## src/rtl/adc_spi_responder.sv

```systemverilog
// adc_spi_responder: SPI responder standing in for the serial ADC on the MAIN
// acquisition path. After a power-up delay it accepts a convst rising edge and
// waits out a conversion time. It then latches a WIDTH-bit code and shifts it
// out MSB first on miso, one bit per sclk falling edge. The code comes from an
// internal ramp or from code_in, so code-density histograms can be exercised
// without a real converter.
//
// Ports:
//   clk       system clock (same domain as MAIN)
//   rst       asynchronous active-high reset
//   convst    conversion start, rising edge starts a conversion (async pin)
//   sclk      serial clock from MAIN (async pin), data advances on falling edge
//   sel_ext   0 = ramp code, 1 = code_in
//   code_in   external code, sampled when the conversion ends
//   miso      registered serial data out
//   busy      high while converting
//   conv_done one-cycle pulse when a code is latched
//   code_out  last latched code
module adc_spi_responder #(
  parameter int unsigned WIDTH        = 10,
  parameter int unsigned T_POWER_UP   = 150,
  parameter int unsigned T_CONVERSION = 230,
  parameter int unsigned STEP         = 1
) (
  input  logic             clk,
  input  logic             rst,
  input  logic             convst,
  input  logic             sclk,
  input  logic             sel_ext,
  input  logic [WIDTH-1:0] code_in,
  output logic             miso,
  output logic             busy,
  output logic             conv_done,
  output logic [WIDTH-1:0] code_out
);

  localparam int unsigned PuW = $clog2(T_POWER_UP + 1);
  localparam int unsigned CvW = $clog2(T_CONVERSION + 1);
  localparam int unsigned BcW = (WIDTH > 1) ? $clog2(WIDTH) : 1;

  localparam logic [PuW-1:0]   PuLast = PuW'(T_POWER_UP - 1);
  // Loading T_CONVERSION-1 and latching on zero keeps busy high T_CONVERSION cycles.
  localparam logic [CvW-1:0]   CvLoad = CvW'(T_CONVERSION - 1);
  localparam logic [BcW-1:0]   BcLoad = BcW'(WIDTH - 1);
  localparam logic [WIDTH-1:0] RampStep = WIDTH'(STEP);

  typedef enum logic [1:0] {StPowerUp, StIdle, StConvert, StShift} state_e;

  state_e           state_q, state_d;
  logic [PuW-1:0]   pu_cnt_q, pu_cnt_d;
  logic [CvW-1:0]   cv_cnt_q, cv_cnt_d;
  logic [BcW-1:0]   bit_cnt_q, bit_cnt_d;
  logic [WIDTH-1:0] shift_q, shift_d;
  logic [WIDTH-1:0] ramp_q, ramp_d;
  logic [WIDTH-1:0] code_q, code_d;
  logic             miso_q, miso_d;
  logic             busy_q, busy_d;
  logic             done_q, done_d;

  // [0],[1] form the 2-FF synchronizer, [2] is the edge-detect delay stage.
  // Events are therefore decided from registers and act on the third clk edge.
  logic [2:0]       convst_sync_q, convst_sync_d;
  logic [2:0]       sclk_sync_q, sclk_sync_d;
  logic             convst_rise;
  logic             sclk_fall;
  logic [WIDTH-1:0] latch_code;

  always_comb begin
    convst_sync_d = {convst_sync_q[1:0], convst};
    sclk_sync_d   = {sclk_sync_q[1:0], sclk};
    convst_rise   = convst_sync_q[1] & ~convst_sync_q[2];
    sclk_fall     = ~sclk_sync_q[1] & sclk_sync_q[2];
    latch_code    = sel_ext ? code_in : ramp_q;
  end

  always_comb begin
    state_d   = state_q;
    pu_cnt_d  = pu_cnt_q;
    cv_cnt_d  = cv_cnt_q;
    bit_cnt_d = bit_cnt_q;
    shift_d   = shift_q;
    ramp_d    = ramp_q;
    code_d    = code_q;
    miso_d    = miso_q;
    busy_d    = busy_q;
    done_d    = 1'b0;

    unique case (state_q)
      StPowerUp: begin
        // convst is not looked at here, so early edges are simply lost.
        if (pu_cnt_q == PuLast) begin
          state_d = StIdle;
        end else begin
          pu_cnt_d = pu_cnt_q + 1'b1;
        end
      end

      StIdle: begin
        if (convst_rise) begin
          state_d  = StConvert;
          cv_cnt_d = CvLoad;
          busy_d   = 1'b1;
        end
      end

      StConvert: begin
        // All convst/sclk events are ignored, including one coinciding with expiry.
        if (cv_cnt_q == '0) begin
          shift_d   = latch_code;
          code_d    = latch_code;
          miso_d    = latch_code[WIDTH-1];
          bit_cnt_d = BcLoad;
          done_d    = 1'b1;
          busy_d    = 1'b0;
          state_d   = StShift;
          if (!sel_ext) begin
            ramp_d = ramp_q + RampStep;
          end
        end else begin
          cv_cnt_d = cv_cnt_q - 1'b1;
        end
      end

      StShift: begin
        // convst has priority over a coincident sclk falling edge.
        if (convst_rise) begin
          miso_d   = 1'b0;
          state_d  = StConvert;
          cv_cnt_d = CvLoad;
          busy_d   = 1'b1;
        end else if (sclk_fall) begin
          if (bit_cnt_q == '0) begin
            miso_d  = 1'b0;
            state_d = StIdle;
          end else begin
            shift_d   = shift_q << 1;
            miso_d    = shift_q[WIDTH-2];
            bit_cnt_d = bit_cnt_q - 1'b1;
          end
        end
      end

      default: state_d = StPowerUp;
    endcase
  end

  always_ff @(posedge clk or posedge rst) begin
    if (rst) begin
      state_q       <= StPowerUp;
      pu_cnt_q      <= '0;
      cv_cnt_q      <= '0;
      bit_cnt_q     <= '0;
      shift_q       <= '0;
      ramp_q        <= '0;
      code_q        <= '0;
      miso_q        <= 1'b0;
      busy_q        <= 1'b0;
      done_q        <= 1'b0;
      convst_sync_q <= '0;
      sclk_sync_q   <= '0;
    end else begin
      state_q       <= state_d;
      pu_cnt_q      <= pu_cnt_d;
      cv_cnt_q      <= cv_cnt_d;
      bit_cnt_q     <= bit_cnt_d;
      shift_q       <= shift_d;
      ramp_q        <= ramp_d;
      code_q        <= code_d;
      miso_q        <= miso_d;
      busy_q        <= busy_d;
      done_q        <= done_d;
      convst_sync_q <= convst_sync_d;
      sclk_sync_q   <= sclk_sync_d;
    end
  end

  assign miso      = miso_q;
  assign busy      = busy_q;
  assign conv_done = done_q;
  assign code_out  = code_q;

endmodule

```

## config.mk

```make
export PLATFORM = sky130hd
export DESIGN_NAME = adc_spi_responder
export DESIGN_NICKNAME = d
export VERILOG_FILES = /design/src/rtl/adc_spi_responder.sv
export SDC_FILE = /design/constraint.sdc
export NUM_CORES = 1
export LEC_CHECK = 0
export ABC_AREA = 1
export CORE_MARGIN = 2
export CORE_UTILIZATION = 55
export DETAILED_ROUTE_END_ITERATION = 12
export HOLD_SLACK_MARGIN = 0.03
export PLACE_DENSITY = 0.77
export SLEW_MARGIN = 30
export SYNTH_ARGS = -nofsm -noshare
export SYNTH_HDL_FRONTEND = slang
export SYNTH_SLANG_ARGS = --single-unit
export TNS_END_PERCENT = 100
```

## constraint.sdc

```tcl
create_clock -name clk -period 2.4 [get_ports clk]
set_input_delay 0.36 -clock clk [delete_from_list [all_inputs] [get_ports clk]]
set_output_delay 0.36 -clock clk [all_outputs]
set_load 0.02 [all_outputs]
```

## After elaboration in Yosys (flattened, before gate mapping)

Index checks and enable logic that the tools add are counted.

| storage, ports and cells | value |
|---|---|
| input bits | 15 |
| logic and storage cells | 81 |
| register bits | 60 |
| output and inout bits | 13 |

| operators by class | value |
|---|---|
| $add $sub $neg | 4 |
| reduce and logical (&&, ||, !) cells | 14 |
| equality and inequality tests | 14 |
| bitwise gates (word level) | 6 |
| mux-type cells | 31 |

Operator list:

| kind | count |
|---|---|
| 2-to-1 mux 9 bit | 4 |
| one-hot mux 9 bit (2 select lines) | 1 |
| 2-to-1 mux 4 bit | 4 |
| 2-to-1 mux 8 bit | 2 |
| one-hot mux 8 bit (2 select lines) | 1 |
| inequality test 2 bit (second input constant) | 7 |
| 2-to-1 mux 2 bit | 6 |
| AND reduction 3 bit | 4 |
| adder 10 x 1 -> 10 bit (second input constant) | 1 |
| 2-to-1 mux 10 bit | 1 |
| AND reduction 5 bit | 2 |
| adder 8 x 1 -> 8 bit (second input constant) | 1 |
| equality test 8 bit (second input constant) | 1 |
| logical NOT 8 bit | 1 |
| 2-to-1 mux 1 bit | 8 |
| one-hot mux 2 bit (4 select lines) | 1 |
| one-hot mux 4 bit (2 select lines) | 1 |
| subtractor 8 x 1 -> 8 bit (second input constant) | 1 |
| inequality test 3 bit (second input constant) | 2 |
| equality test 2 bit (second input constant) | 2 |
| logical NOT 4 bit | 1 |
| NOT 1 bit | 4 |
| one-hot mux 1 bit (2 select lines) | 2 |
| AND reduction 2 bit | 2 |
| other kinds (7) | 9 |

## Depth between registers and ports, before layout

Gate-level depths: netlist (run 1).

| logic depth | value |
|---|---|
| word-level depth | 5 |
| mapped depth | 10 |
| mapped depth without buffers | 9 |

## Worst setup path after synthesis (run 1)

No wires, ideal clock.

| timing path | value |
|---|---|
| kind | reg-to-reg |
| start | register cv_cnt_q[0] |
| end | register cv_cnt_q[5] |
| path buffers | 1 |
| slack | 0.971 ns |
| stages on the path, launching flop included | 9 |
| period minus slack after synthesis | 1.429 ns |
| library setup time | 0.117 ns |
| arrival | 1.312 ns |
| data required time | 2.283 ns |
| path through | dfrtp_1 > inv_1 > ha_1 > nand2_2 > o21ai_4 > nand2_4 > buf_6 > nand2_1 > o21ai_2 |

| between the ends | value |
|---|---|
| word-level cells in the longest chain between the ends | 3 |
| elaborated cells between the ends (all ways) | 6 |
| those cells by class | add/sub (1); eq/ne (1); mux (2); reduce/logical (2) |

Ends and longest elaborated chain:

| what | RTL line | RTL |
|---|---|---|
| from (decl) | 51 | `logic [CvW-1:0] cv_cnt_q, cv_cnt_d;` |
| from (signal assigned) | 164 | `cv_cnt_q <= cv_cnt_d;` |
| subtractor 8 x 1 -> 8 bit / logical NOT 8 bit (equally long branches) | 120, 108 |  |
| 2-to-1 mux 8 bit / inequality test 2 bit (equally long branches) | -- |  |
| one-hot mux 8 bit (2 select lines) / AND reduction 3 bit (equally long branches) | -- |  |

Parallel ways exist; a longest one is shown, timed or not. The select of a mux whose other input is x is not followed.
A chain may end at the register's enable or synchronous reset.

## Final worst setup path (run 1)

| timing path | value |
|---|---|
| start | register cv_cnt_q[0] |
| end | register bit_cnt_q[2] |

| between the ends | value |
|---|---|
| word-level cells in the longest chain between the ends | 3 |

Ends and longest elaborated chain:

| what | RTL line | RTL |
|---|---|---|
| logical NOT 8 bit | 108 | `if (cv_cnt_q == '0) begin` |
| inequality test 2 bit (no source line) | -- |  |
| AND reduction 5 bit (no source line) | -- |  |
| to (signal assigned) | 165 | `bit_cnt_q <= bit_cnt_d;` |
| to (decl) | 52 | `logic [BcW-1:0] bit_cnt_q, bit_cnt_d;` |

Every way passes these cells.

==> results.cfg, run 1 <==
[pwr]
p_leak_uw = 0.00186
ir_drop_mv = 0.424
totalPowerFinal_uw = 1850
pwr-share-clk = 0.412
power-per-cell-area_mw_per_mm2 = 506
p_comb_frac = 0.039
p_seq_frac = 0.549
p_sw_frac = 0.227
switching_power_uw = 421
p_int_uw = 1430

[global_routing]
grt_usage = 0.219
grt_pass1_wl_um = 10800
grt_antenna_before_repair = 0
gr-total-overflow = 0
grt_start_max_net_pins = 32
grt_pass1_vias = 2358

[worst_setup_path]
crit_fanout = 22
reg2reg_from = cv_cnt_q[0]
cp-start-kind = flop
crit_arrival_ps = 2130
r2r-end = bit_cnt_q[2]
crit_required_ps = 2620
cp-startpoint = cv_cnt_q[0]
reg2regPathDepth = 9
r2r_setup_slack_ps = 490
critical_path_class = reg -> reg
cp-end-kind = flop
worstSetupEndpoint = bit_cnt_q[2]

[synth]
synth_cell_type_count = 31
postSynthNetCount = 424
ys_seq_area_frac = 0.469
synth_top_family_by_area = simple AND/OR/NAND/NOR gates
ys_seq_elements = 60
yosys.area.top_type = dfrtp_1
synth_edf_count = 0
synth_ff_type = dfrtp_1
synth-compound-area-share = 0.0965
ys_top_cells_by_area = dfrtp_1 47%, nand2_1 16%, inv_1 5.5%
synth_fa_ha_area_frac = 0.0273
async_reset_ff_frac = 1.00
avgSynthCellArea_um2 = 7.97
yosys.area_share.simple = 0.276
syn-cell-area_mm2 = 0.00320
synthCells = 402
synth_warnings = 0
synth.mux.area_fraction = 0
synthXorXnorAreaFrac = 0.0410
synth_top_area_frac = 0.469

[detailed_routing]
vias = 2539
antenna_left = 0
vias_per_cell = 5.02
dr.first_iter.drc_count = 156
totalWireLength_um = 6270
drc_errors = 0
post_drt_wl_per_cell_um = 12.4
drt-pass1-iter-count = 4

[clocking]
clkLatencyLatePin_ps = 340
h-tree-depth = 3
clockRootBuffer = clkbuf_8
cts_hold_buf = 0
cts_tree = yes
cts_setup_buffers = 0
cts-resized-gates = 0
path_clk_slew_ps = 70
cts_sinks = 60
cts_buffer_depth = 2
cts_inserted_buffers = 9

[floorplanning]
chipHeight_um = 80.3
boundaryPins = 28
dieArea_mm2 = 0.00645
num_rows = 27
coreArea_mm2 = 0.00557
die_x_um = 80.3
initial_utilization = 0.575

[layout]
syn_to_final_growth_pct = 14.4
n_antenna_cell = 0
final_cells = 506
nNetsFinal = 453
final_util = 0.657
layout-drive-gt1-share = 0.0991
fillers = 489

[outcome]
status = finished clean

[sta]
setup_viol = 0
rsz0062_at_grt = no
whs_ps = 347
fmax_mhz = 523
relSlewSlack = 0.562
finalHoldViolCount = 0
fin_crit_sh = 0.797
post-route-min-period_ps = 1910
finalSetupTns_ps = 0
slew_violations = 0
clock_skew_ps = 11.0
worstMarginPinSlew_ps = 656

[placement]
io_buffers = 27
place_inst = 492
gp_congestion = 0.866
post-dp-hpwl_um = 4520

[min_path]
whs_path_depth = 0
hp-class = reg -> reg

[job]
maxCapViolCount = 0
## registers in the layout, indices dropped and copies added, names as in the netlist
| name | flops |
|---|---|
| busy | 1 |
| ramp_q | 10 |
| convst_sync_q | 3 |
| miso | 1 |
| sclk_sync_q | 3 |
| state_q | 2 |
| cv_cnt_q | 8 |
| code_out | 10 |
| bit_cnt_q | 4 |
| shift_q | 9 |
| conv_done | 1 |
| pu_cnt_q | 8 |
## logic make-up after synthesis
group / Yosys count
buffers and inverters: 64
flip-flops: 60
AND/OR/NAND/NOR: 204
adder cells (fa/ha/maj): 7
XOR/XNOR: 15
AO/OA/AOI/OAI: 52
## how the worst min path moves through the flow
stage,start,end,slack (ps)
after global placement,convst_sync_q[0],convst_sync_q[1],330
final,convst_sync_q[0],convst_sync_q[1],350
after floorplan,convst_sync_q[0],convst_sync_q[1],330
after detailed placement,sclk_sync_q[0],sclk_sync_q[1],330
after CTS,sclk_sync_q[0],sclk_sync_q[1],350
after global routing,convst_sync_q[0],convst_sync_q[1],360
## metal layers
layer	wire length, µm	GRT usage
met5	0	0
met1	3100	0.301
met2	2830	0.328
met4	112	0.110
met3	227	0.0449
## metrics by stage
| step | area [µm²] | setup WS [ps] |
|---|---|---|
| after global placement | 3510 | 536 |
| after floorplan | 3200 | 555 |
| after detailed placement | 3510 | 470 |
| after CTS | 3660 | 502 |
| final | 3660 | 487 |
| after global routing | 3660 | 295 |
## area by class of cell
type                    instances  area, µm²  share of cell area
multi-input cells             278       1410               0.386
repair buffers                 30        305              0.0833
clock buffers                  11        141              0.0386
clock inverters                 3       15.0             0.00410
inverters                      52        198              0.0540
flip-flops and latches         60       1500               0.410
well taps                      72       90.1              0.0246
## power by group through the flow
stage                     Clock [µW]  Combinational (µW)  Sequential, µW
after floorplan                    0                36.3            1040
after global placement             0                73.2            1040
after detailed placement           0                73.6            1040
after CTS                        777                73.9            1020
after global routing             828                82.5            1020
final                            764                72.3            1020
## synthesized netlist by cell type (2+ instances only)
cell	count
nand4_1	4
xnor2_1	3
nor3_1	6
nor2_4	2
o21ai_1	11
clkbuf_1	2
buf_2	4
xor2_1	12
nand2_2	5
ha_1	7
inv_1	47
inv_2	4
buf_6	5
nor2_1	30
o21ai_2	7
nand3_1	16
nand2_4	2
o21ai_0	29
nand2_1	135
dfrtp_1	60
## cell usage in the layout (no fill, tap or decap), drive strengths merged
| cell type | netlist | layout |
|---|---|---|
| clkbuf | 2 | 11 |
| nor2 | 33 | 33 |
| xnor2 | 3 | 3 |
| o211ai | 2 | 2 |
| nor3 | 6 | 6 |
| ha | 7 | 7 |
| buf | 10 | 3 |
| a21oi | 1 | 1 |
| dfrtp | 60 | 60 |
| nand2 | 142 | 142 |
| xor2 | 12 | 12 |
| inv | 52 | 52 |
| clkdlybuf4s50 | 0 | 27 |
| o22ai | 1 | 1 |
| nand4 | 4 | 4 |
| o21ai | 48 | 48 |
| nand3 | 18 | 18 |
| clkinv | 0 | 3 |
| and3 | 1 | 1 |
## critical path, stage by stage (launching register included)
cell     delay (ps)
dfrtp_1         360
inv_1           130
ha_1            190
nand2_2         130
nor2_8          160
nand2_2         180
nand2_2         360
inv_1           140
nand2_1          90
nand2_1          50
(Power assumes the default switching activity.)
==> run 2: changes to the inputs <==
==> constraint.sdc (replaced) <==
create_clock -name clk -period 2 [get_ports clk]
set_input_delay 0.3 -clock clk [delete_from_list [all_inputs] [get_ports clk]]
set_output_delay 0.3 -clock clk [all_outputs]
set_load 0.02 [all_outputs]
==> results.cfg, run 2 (synthesis gave the netlist of run 1 again) <==
[outcome]
status = finished clean

[pwr]
p_comb_frac = 0.034
p_leak_uw = 0.00189
p_sw_frac = 0.227
ir_drop_mv = 0.516
pwr-share-clk = 0.485
switching_power_uw = 575
p_int_uw = 1960
power-per-cell-area_mw_per_mm2 = 678
p_seq_frac = 0.481
totalPowerFinal_uw = 2540

[worst_setup_path]
crit_arrival_ps = 1950
critical_path_class = reg -> reg
cp-end-kind = flop
crit_fanout = 17
cp-start-kind = flop
crit_required_ps = 2260

[global_routing]
grt_pass1_wl_um = 11300
grt_antenna_before_repair = 0
gr-total-overflow = 0
grt_usage = 0.229
grt_pass1_vias = 2557
grt_start_max_net_pins = 61

[sta]
relSlewSlack = 0.647
whs_ps = 334
fin_crit_sh = 0.848
worstMarginPinSlew_ps = 528
post-route-min-period_ps = 1700
setup_viol = 0
fmax_mhz = 589
clock_skew_ps = 10.6
rsz0062_at_grt = no
finalSetupTns_ps = 0
finalHoldViolCount = 0
slew_violations = 0

[clocking]
cts_buffer_depth = 2
clockRootBuffer = clkbuf_8
cts_inserted_buffers = 9
cts_setup_buffers = 0
path_clk_slew_ps = 80
clkLatencyLatePin_ps = 340
cts_sinks = 60
cts_hold_buf = 0
cts_tree = yes
cts-resized-gates = 0
h-tree-depth = 3

[job]
maxCapViolCount = 0

[floorplanning]
num_rows = 27
boundaryPins = 28
coreArea_mm2 = 0.00557
die_x_um = 80.3
chipHeight_um = 80.3
initial_utilization = 0.575
dieArea_mm2 = 0.00645

[detailed_routing]
post_drt_wl_per_cell_um = 12.7
totalWireLength_um = 6500
dr.first_iter.drc_count = 164
drc_errors = 0
vias = 2582
vias_per_cell = 5.06
drt-pass1-iter-count = 5
antenna_left = 0

[layout]
nNetsFinal = 455
final_common_cell = nand2_1
fillers = 462
syn_to_final_growth_pct = 17.0
final_cell_area_mm2 = 0.00375
layout_common_cells = 135 x nand2_1, 60 x dfrtp_1, 46 x inv_1
layout-drive-gt1-share = 0.110
n_antenna_cell = 0
final_util = 0.672

[placement]
gp_congestion = 0.846
place_area_mm2 = 0.00352
io_buffers = 27
post-dp-hpwl_um = 4620

[min_path]
hp-class = in -> async
## run 2: changes by cell type in the layout (fill, tap and decap cells not counted)
cell,previous run,this run
clkinv_4,0,1
bufinv_16,0,2
clkinvlp_4,0,3
clkinv_2,3,0
buf_4,2,4
clkbuf_1,1,0
inv_6,0,1
clkbuf_8,10,9
## run 2: area by class of cell
| type | instances | area (µm²) | share of cell area |
|---|---|---|---|
| repair buffers | 32 | 320 | 0.0855 |
| inverters | 52 | 198 | 0.0528 |
| well taps | 72 | 90.1 | 0.0240 |
| clock inverters | 7 | 100 | 0.0267 |
| multi-input cells | 278 | 1410 | 0.377 |
| flip-flops and latches | 60 | 1500 | 0.401 |
| clock buffers | 9 | 124 | 0.0331 |
## run 2: final timing paths
path | start | to | slack, ps | depth (start not counted)
min in group clk | sclk_sync_q[0] | sclk_sync_q[1] | 350 | 0
max in group asynchronous | rst | shift_q[7] | 1380 | 3
setup reg to reg | cv_cnt_q[0] | shift_q[3] | 300 | 9
setup / recovery | cv_cnt_q[0] | shift_q[3] | 300 | 9
hold reg to reg | sclk_sync_q[0] | sclk_sync_q[1] | 350 | 0
hold / removal | rst | ramp_q[5] | 330 | 3
## run 2: metrics by stage
stage               setup slack [ps]  std cells
finish                           303        510
global route                     111        510
CTS                              303        510
detailed placement               208        494
global placement                 195        494
floorplan                        215        402
## run 2: power by group through the flow
stage	registers, µW	logic, µW	clock network (µW)
2_1_floorplan	1240	43.6	0
3_5_place_dp	1240	88.0	0
6_report	1220	87.1	1230
5_1_grt	1220	99.5	1300
4_1_cts	1220	89.2	1250
3_3_place_gp	1240	87.7	0
## run 2: worst max-delay path, cell delays in order, from the launching register on
cell	delay [ps]
dfrtp_1	360
inv_1	140
ha_1	210
nand2_2	130
nor2_8	160
nand2_2	80
nand2_2	130
buf_4	230
nand2_1	90
o21ai_1	80
## run 2: routing by layer
metal,up-vias,share of wire,GRT usage
met1,1217,0.48,0.305
met2,39,0.47,0.368
met3,12,0.032,0.0416
met5,-,0,0
li1,1314,-,-
met4,0,0.017,0.0983
